==> config.mk <==
export PLATFORM = sky130hd
export DESIGN_NAME = nonce_round_scheduler
export DESIGN_NICKNAME = d
export VERILOG_FILES = /design/src/rtl/nonce_round_scheduler.sv
export SDC_FILE = /design/constraint.sdc
export NUM_CORES = 1
export LEC_CHECK = 0
export CAP_MARGIN = 20
export CORE_MARGIN = 10
export CORE_UTILIZATION = 50
export CTS_CLUSTER_DIAMETER = 80
export DETAILED_ROUTE_END_ITERATION = 10
export PLACE_DENSITY = 0.78
export SLEW_MARGIN = 20
export SYNTH_ARGS = -nofsm -noshare
export SYNTH_HDL_FRONTEND = slang
export SYNTH_SLANG_ARGS = --single-unit
export TNS_END_PERCENT = 100
==> constraint.sdc <==
create_clock -name clk -period 8.8 [get_ports clk]
set_input_delay 1.76 -clock clk [delete_from_list [all_inputs] [get_ports clk]]
set_output_delay 1.76 -clock clk [all_outputs]
set_load 0.005 [all_outputs]
==> src/rtl/nonce_round_scheduler.sv <==
// nonce_round_scheduler: runs LANES hash lanes in lockstep rounds and reports the lowest hitting nonce.
// Define NONCE_SCHED_WDOG_EN to add the per-round stall watchdog, the WDOG_CYC parameter and the wdog_trip output.
module nonce_round_scheduler #(
    parameter int unsigned        LANES     = 3,
    parameter int unsigned        NONCE_W   = 32,
    parameter logic [NONCE_W-1:0] NONCE_MAX = {NONCE_W{1'b1}}
`ifdef NONCE_SCHED_WDOG_EN
    ,
    parameter int unsigned        WDOG_CYC  = 64
`endif
) (
    input  logic                     clk,
    input  logic                     reset,
    input  logic                     start,
    input  logic                     abort,
    input  logic [LANES-1:0]         lane_done,
    input  logic [LANES-1:0]         lane_hit,
    output logic [LANES-1:0]         lane_start,
    output logic [LANES*NONCE_W-1:0] lane_nonce,
    output logic                     busy,
    output logic                     finished,
    output logic                     exhausted,
    output logic [NONCE_W-1:0]       nonce_out
`ifdef NONCE_SCHED_WDOG_EN
    ,
    output logic                     wdog_trip
`endif
);
    localparam int unsigned CMP_W = NONCE_W + 1;

    typedef enum logic [2:0] {
        IDLE,
        DISPATCH,
        WAIT,
        FOUND,
        EXHAUSTED
    } state_t;

    state_t             state, state_nxt;
    logic [NONCE_W-1:0] base, base_nxt;
    logic [NONCE_W-1:0] win_nonce, win_nonce_nxt;
    logic [NONCE_W-1:0] win_off;
    logic [LANES-1:0]   done_mask, done_mask_nxt;
    logic [LANES-1:0]   hit_mask, hit_mask_nxt;
    logic [LANES-1:0]   active;
    logic               last_round;

`ifdef NONCE_SCHED_WDOG_EN
    localparam int unsigned WDOG_W = $clog2(WDOG_CYC + 1);
    logic [WDOG_W-1:0] wdog_cnt, wdog_cnt_nxt;
    logic              wdog_trip_nxt;
    logic              wdog_expired;

    assign wdog_expired = (wdog_cnt == WDOG_W'(WDOG_CYC - 1));
`endif

    // Range checks use one extra bit so base+i never wraps past NONCE_MAX.
    always_comb begin
        active = '0;
        for (int i = 0; i < LANES; i++) begin
            active[i] = (({1'b0, base} + CMP_W'(i)) <= {1'b0, NONCE_MAX});
        end
        last_round = (({1'b0, base} + CMP_W'(LANES)) > {1'b0, NONCE_MAX});
    end

    always_comb begin
        win_off = '0;
        for (int i = LANES - 1; i >= 0; i--) begin
            if (hit_mask[i]) begin
                win_off = NONCE_W'(i);
            end
        end
    end

    always_comb begin
        state_nxt     = state;
        base_nxt      = base;
        done_mask_nxt = done_mask;
        hit_mask_nxt  = hit_mask;
        win_nonce_nxt = win_nonce;
`ifdef NONCE_SCHED_WDOG_EN
        wdog_cnt_nxt  = wdog_cnt;
        wdog_trip_nxt = wdog_trip;
`endif
        if (abort) begin
            state_nxt     = IDLE;
            base_nxt      = '0;
            done_mask_nxt = '0;
            hit_mask_nxt  = '0;
            win_nonce_nxt = '0;
`ifdef NONCE_SCHED_WDOG_EN
            wdog_cnt_nxt  = '0;
            wdog_trip_nxt = 1'b0;
`endif
        end else begin
            case (state)
                IDLE, FOUND, EXHAUSTED: begin
                    if (start) begin
                        state_nxt     = DISPATCH;
                        base_nxt      = '0;
                        win_nonce_nxt = '0;
`ifdef NONCE_SCHED_WDOG_EN
                        wdog_trip_nxt = 1'b0;
`endif
                    end
                end
                DISPATCH: begin
                    state_nxt     = WAIT;
                    done_mask_nxt = '0;
                    hit_mask_nxt  = '0;
`ifdef NONCE_SCHED_WDOG_EN
                    wdog_cnt_nxt  = '0;
`endif
                end
                WAIT: begin
                    // A hit only counts on a lane's first done of the round.
                    done_mask_nxt = done_mask | (lane_done & active);
                    hit_mask_nxt  = hit_mask | (lane_done & lane_hit & active & ~done_mask);
`ifdef NONCE_SCHED_WDOG_EN
                    wdog_cnt_nxt  = wdog_cnt + WDOG_W'(1);
`endif
                    if (done_mask == active) begin
                        if (|hit_mask) begin
                            state_nxt     = FOUND;
                            win_nonce_nxt = base + win_off;
                        end else if (last_round) begin
                            state_nxt = EXHAUSTED;
                        end else begin
                            state_nxt = DISPATCH;
                            base_nxt  = base + NONCE_W'(LANES);
                        end
                    end
`ifdef NONCE_SCHED_WDOG_EN
                    else if (wdog_expired) begin
                        state_nxt     = EXHAUSTED;
                        wdog_trip_nxt = 1'b1;
                    end
`endif
                end
                default: state_nxt = IDLE;
            endcase
        end
    end

    always_ff @(posedge clk or negedge reset) begin
        if (!reset) begin
            state     <= IDLE;
            base      <= '0;
            done_mask <= '0;
            hit_mask  <= '0;
            win_nonce <= '0;
`ifdef NONCE_SCHED_WDOG_EN
            wdog_cnt  <= '0;
            wdog_trip <= 1'b0;
`endif
        end else begin
            state     <= state_nxt;
            base      <= base_nxt;
            done_mask <= done_mask_nxt;
            hit_mask  <= hit_mask_nxt;
            win_nonce <= win_nonce_nxt;
`ifdef NONCE_SCHED_WDOG_EN
            wdog_cnt  <= wdog_cnt_nxt;
            wdog_trip <= wdog_trip_nxt;
`endif
        end
    end

    always_comb begin
        lane_nonce = '0;
        if (state != IDLE) begin
            for (int i = 0; i < LANES; i++) begin
                lane_nonce[i*NONCE_W +: NONCE_W] = base + NONCE_W'(i);
            end
        end
    end

    assign lane_start = (state == DISPATCH) ? active : '0;
    assign busy       = (state == DISPATCH) || (state == WAIT);
    assign finished   = (state == FOUND);
    assign exhausted  = (state == EXHAUSTED);
    assign nonce_out  = finished ? win_nonce : '0;

endmodule
======== Yosys cells after proc, flatten, opt, wreduce, memory -nomap -nowiden ========
Cells that the tools add are included.
storage, ports and cells
  output and inout bits ................... 134
  input port bits ......................... 10
  register bits ........................... 73
  word-level logic and storage cells ...... 69
cells by class
  bitwise operators ....................... 7
  multiplexer cells ....................... 26
  order comparisons ....................... 4
  reduce and logical (&&, ||, !) cells .... 10
  $add $sub $neg .......................... 7
  eq/ne operators ......................... 10
operators with widths
  kind                                                                                number
  32-bit two-way mux                                                                  11
  32-bit case mux with 2 select lines                                                 2
  96-bit two-way mux                                                                  1
  32-bit by 2-bit adder with 33-bit output, second input constant                     2
  33-bit by 32-bit less-or-equal comparator with 1-bit output, second input constant  2
  32-bit by 2-bit adder with 32-bit output, second input constant                     2
  32-bit by 1-bit adder with 33-bit output, second input constant                     1
  33-bit by 32-bit > comparator with 1-bit output, second input constant              1
  32-bit by 1-bit adder with 32-bit output, second input constant                     1
  32-bit adder                                                                        1
  32-bit less-or-equal comparator, second input constant                              1
  3-bit two-way mux                                                                   8
  3-bit != test, second input constant                                                5
  3-bit AND                                                                           4
  3-bit case mux with 2 select lines                                                  2
  3-bit case mux with 3 select lines                                                  1
  3-bit nonzero test                                                                  3
  3-bit by 2-bit == test with 1-bit output, second input constant                     2
  3-bit bitwise OR                                                                    2
  3-bit OR reduction                                                                  2
  5-bit AND reduction                                                                 1
  4-bit AND reduction                                                                 1
  3-bit by 1-bit == test with 1-bit output, second input constant                     1
  3-bit == test                                                                       1
  other kinds (6)                                                                     6

======== Longest topological paths before layout ========
  depth after elaboration ................. 8
  gate-level depth with buffers ........... 15

======== Worst setup path after synthesis ========
OpenSTA, ideal clock, no wires.
  path kind ............................... flip-flop to output port
  start point ............................. reg base[1]
  end point ............................... out lane_start[1]
  data arrival time ....................... 2.616 ns
  path buffers ............................ 1
  path slack .............................. 4.424 ns
  stages on the path, launching flop included .. 10
  required time ........................... 7.040 ns
  cells stage by stage .................... dfrtp_1 > ha_1 > buf_2 > nand4_1 > nor4_4 > nand3_1 > xor2_1 > or4_4 > o31ai_4 > nor2_1
on the way
  longest elaborated chain between the ends .. 3
ends and longest elaborated chain
  element                                                      RTL line  text
  start: declaration                                           40        logic [NONCE_W-1:0] base, base_nxt;
  start signal: assignment                                     158       base <= base_nxt;
  32-bit by 1-bit adder with 33-bit output                     61        active[i] = (({1'b0, base} + CMP_W'(i)) <= {1'b0, NONCE_MAX});
  33-bit by 32-bit less-or-equal comparator with 1-bit output  61
  3-bit two-way mux                                            178       assign lane_start = (state == DISPATCH) ? active : '0;
  end: declaration                                             18        output logic [LANES-1:0] lane_start,
Every way passes these cells.

======== Worst setup path in the final report ========
  start point ............................. reg base[2]
  end point ............................... out lane_start[2]
on the way
  longest elaborated chain between the ends .. 3
ends and longest elaborated chain
  element                                                      RTL line
  32-bit by 2-bit adder with 33-bit output                     61
  33-bit by 32-bit less-or-equal comparator with 1-bit output  61
  3-bit two-way mux                                            178
Every way passes these cells.

==> out/metrics.yaml <==
status: "completed"
end_kind: "output pin"
fp.dieW_microns: 138.5
synth-main-ff-cell: "dfrtp_1"
cts_resized: 0
die_area_sq_um: 19190
tightestPinTransition_ns: 1.066
place_congestion: 1.017
n_fill_cell: 1233
hold_path_end: "win_nonce[0]"
yosys.area_share.simple_pct: 32.67
fin_cells: 1109
rrSetupSlack_ns: 3.17
clock_path_buffers: 2
slew_headroom_pct: 28.91
synth_edf_count: 0
drc_errors: 0
setup_viol: 0
cts_buffers: 9
ff_latch_area_sq_um: 1827
async_reset_ff_share_pct: 100.0
cts_hold_buf: 0
ys_seq_elements: 73
grt_pass1_wl_mm: 40.75
worstPathRequired_ns: 7.04
place.port_buffers: 143
postSynthCellCount: 844
vias: 6924
fmax_mhz: 169.9
synthXorXnorAreaFrac_pct: 11.97
postSynthAreaPerCell_sq_um: 8.326
synthAdderAreaFrac_pct: 1.887
area_growth_pct: 22.83
crit_type: "reg2out"
reg2reg_to: "win_nonce[1]"
synth.most_common_cell: "nor2_1"
p_leak_uw: 0.003076
antenna_cells: 0
core_region_area_sq_um: 13830
worstHoldPathType: "reg2reg"
cts-root-buf: "clkbuf_16"
grt-ovfl-total: 0
cts_sinks: 73
dr.pass1.iters: 7
cts.reportedPaths.clkPinSlew_ns: 0.06
min_path_cells: 1
seq_area_frac_synth_pct: 26.00
synth_top_family_by_area: "simple AND/OR/NAND/NOR gates"
grt_usage_pct: 26.42
die_h_microns: 138.5
wl_per_cell_microns: 23.77
ys_top_cells_by_area: "dfrtp_1, nor2_1, o2bb2ai_2"
min_period_over_period_pct: 66.90
dp_hpwl_mm: 19.21
powerDensity_nw_per_um2: 99.17
nNetsFinal: 944
antenna_found_initial: 0
hold_start: "win_nonce[0]"
drt.antenna.violating_nets: 0
dp.cells: 1093
grt_max_degree: 94
ios: 144
initial_utilization_pct: 50.82
yosys_warnings: 0
hold_viol: 0
critical_path.startpoint_type: "register"
cts_tree: "built"
drtIter0Drc: 742
clock_skew_ns: 0.01202
synth_top_cell_area_share_pct: 26.00
synthTopCellsByCount: "nor2_1, nand2_1, dfrtp_1"
syn-num-nets: 864
multiInputGateArea_sq_um: 4708
synth_area_sq_um: 7027
synth_mux_area_share_pct: 0
crit_fanout: 16
drv_slew: 0
via_per_inst: 6.243
synth-compound-area-share_pct: 20.25
reg2regPathDepth: 11
drive_above_1_share_pct: 10.33
clk_latency_ns: 0.37
first_global_vias: 6846
num_rows: 43
final_util_pct: 62.42
cts_setup_buffers: 0
period_minus_slack_ns: 5.887
rsz0062_at_grt: "false"
arrival_ns: 4.13
r2r_start: "base[2]"
peakVddDrop_v: 0.00009691
finalSetupTns_ns: 0
yosysTopAreaCell: "dfrtp_1"
routed_wl_mm: 26.36
maxCapViolations: 0
htreeDepth: 3
ys_types: 76
worst max-delay path, cell delays in order (launching register included):
cell and delay (ns):
dfrtp_1 0.66, ha_1 0.41, nand3_2 0.28, nor3_2 0.51, and2_1 0.25, a32o_1 0.15
or4b_4 0.48, o31ai_4 0.45, nor2_1 0.09, clkdlybuf4s50_1 0.47
cells by family (layout without fill, tap and decap cells):
logic type / after synthesis / after routing
DFF: 73 / 73
AOI/OAI and AO/OA: 154 / 154
xor gates and xnor gates: 93 / 93
adders and majority gates: 10 / 10
buffers and inverters: 99 / 184
and+or+nand+nor: 415 / 415
placed cells by master (no fill, tap or decap), types with 11 or more instances in the layout:
master | synthesis | final
nor3_1 | 30 | 29
nor2_1 | 123 | 122
o21ai_0 | 16 | 16
a21oi_1 | 12 | 12
clkdlybuf4s50_1 | 0 | 142
o2bb2ai_2 | 30 | 30
inv_1 | 19 | 19
o311ai_0 | 13 | 13
or3_1 | 18 | 17
and3_1 | 36 | 36
nand4_1 | 11 | 11
dfrtp_1 | 73 | 73
nor2b_1 | 29 | 28
xor2_1 | 42 | 42
xnor2_1 | 49 | 49
nand2_1 | 84 | 84
nand3_1 | 19 | 19
o31ai_1 | 17 | 17
flip-flops by register name, summed over array words and instances, names as in the netlist:
name,count
hit_mask,3
done_mask,3
state,3
base,32
win_nonce,32
worst max path at each step:
stage / from / endpoint / slack, ns / cells past startpoint
3_3_place_gp: base[2] / lane_start[2] / 3.36 / 9
4_1_cts: base[2] / lane_start[2] / 2.96 / 9
3_5_place_dp: base[2] / win_nonce[1] / 3.30 / 11
2_1_floorplan: base[1] / lane_start[1] / 4.42 / 9
5_1_grt: base[2] / lane_start[2] / 2.64 / 9
6_report: base[2] / lane_start[2] / 2.91 / 9
area by class of cell:
class                      count  area share [%]
clock buffer                   9           2.609
tap                          180           2.609
inverter                      19          0.8263
multi-input combinational    672           54.55
clock inverter                 7           1.189
timing repair buffer         149           17.05
sequential                    73           21.17
metal layers:
metal	vias to the layer above	GRT usage [%]	part of all wire (%)
met3	59	6.952	9.1
met1	3347	34.46	43
met5	-	0	0
li1	3168	-	-
met4	0	8.491	2.6
met2	350	41.52	45
power breakdown:
part	switching (uW)	internal, uW	total (uW)
sequential	7.38	338	345
combinational	63.9	24.4	88.2
clock	171	252	423
total	242	614	856
per-stage QoR:
step	total power, uW	hold WS (ns)	cell area, sq um	worst slack [ns]
2_1_floorplan	405.0	0.4486	7027	4.424
3_3_place_gp	438.5	0.4603	8298	3.361
3_5_place_dp	439.0	0.4718	8303	3.302
4_1_cts	855.6	0.4891	8631	2.960
5_1_grt	876.9	0.4962	8631	2.644
6_report	855.9	0.4858	8631	2.913
Note: power is estimated with default switching activity, not from simulation.
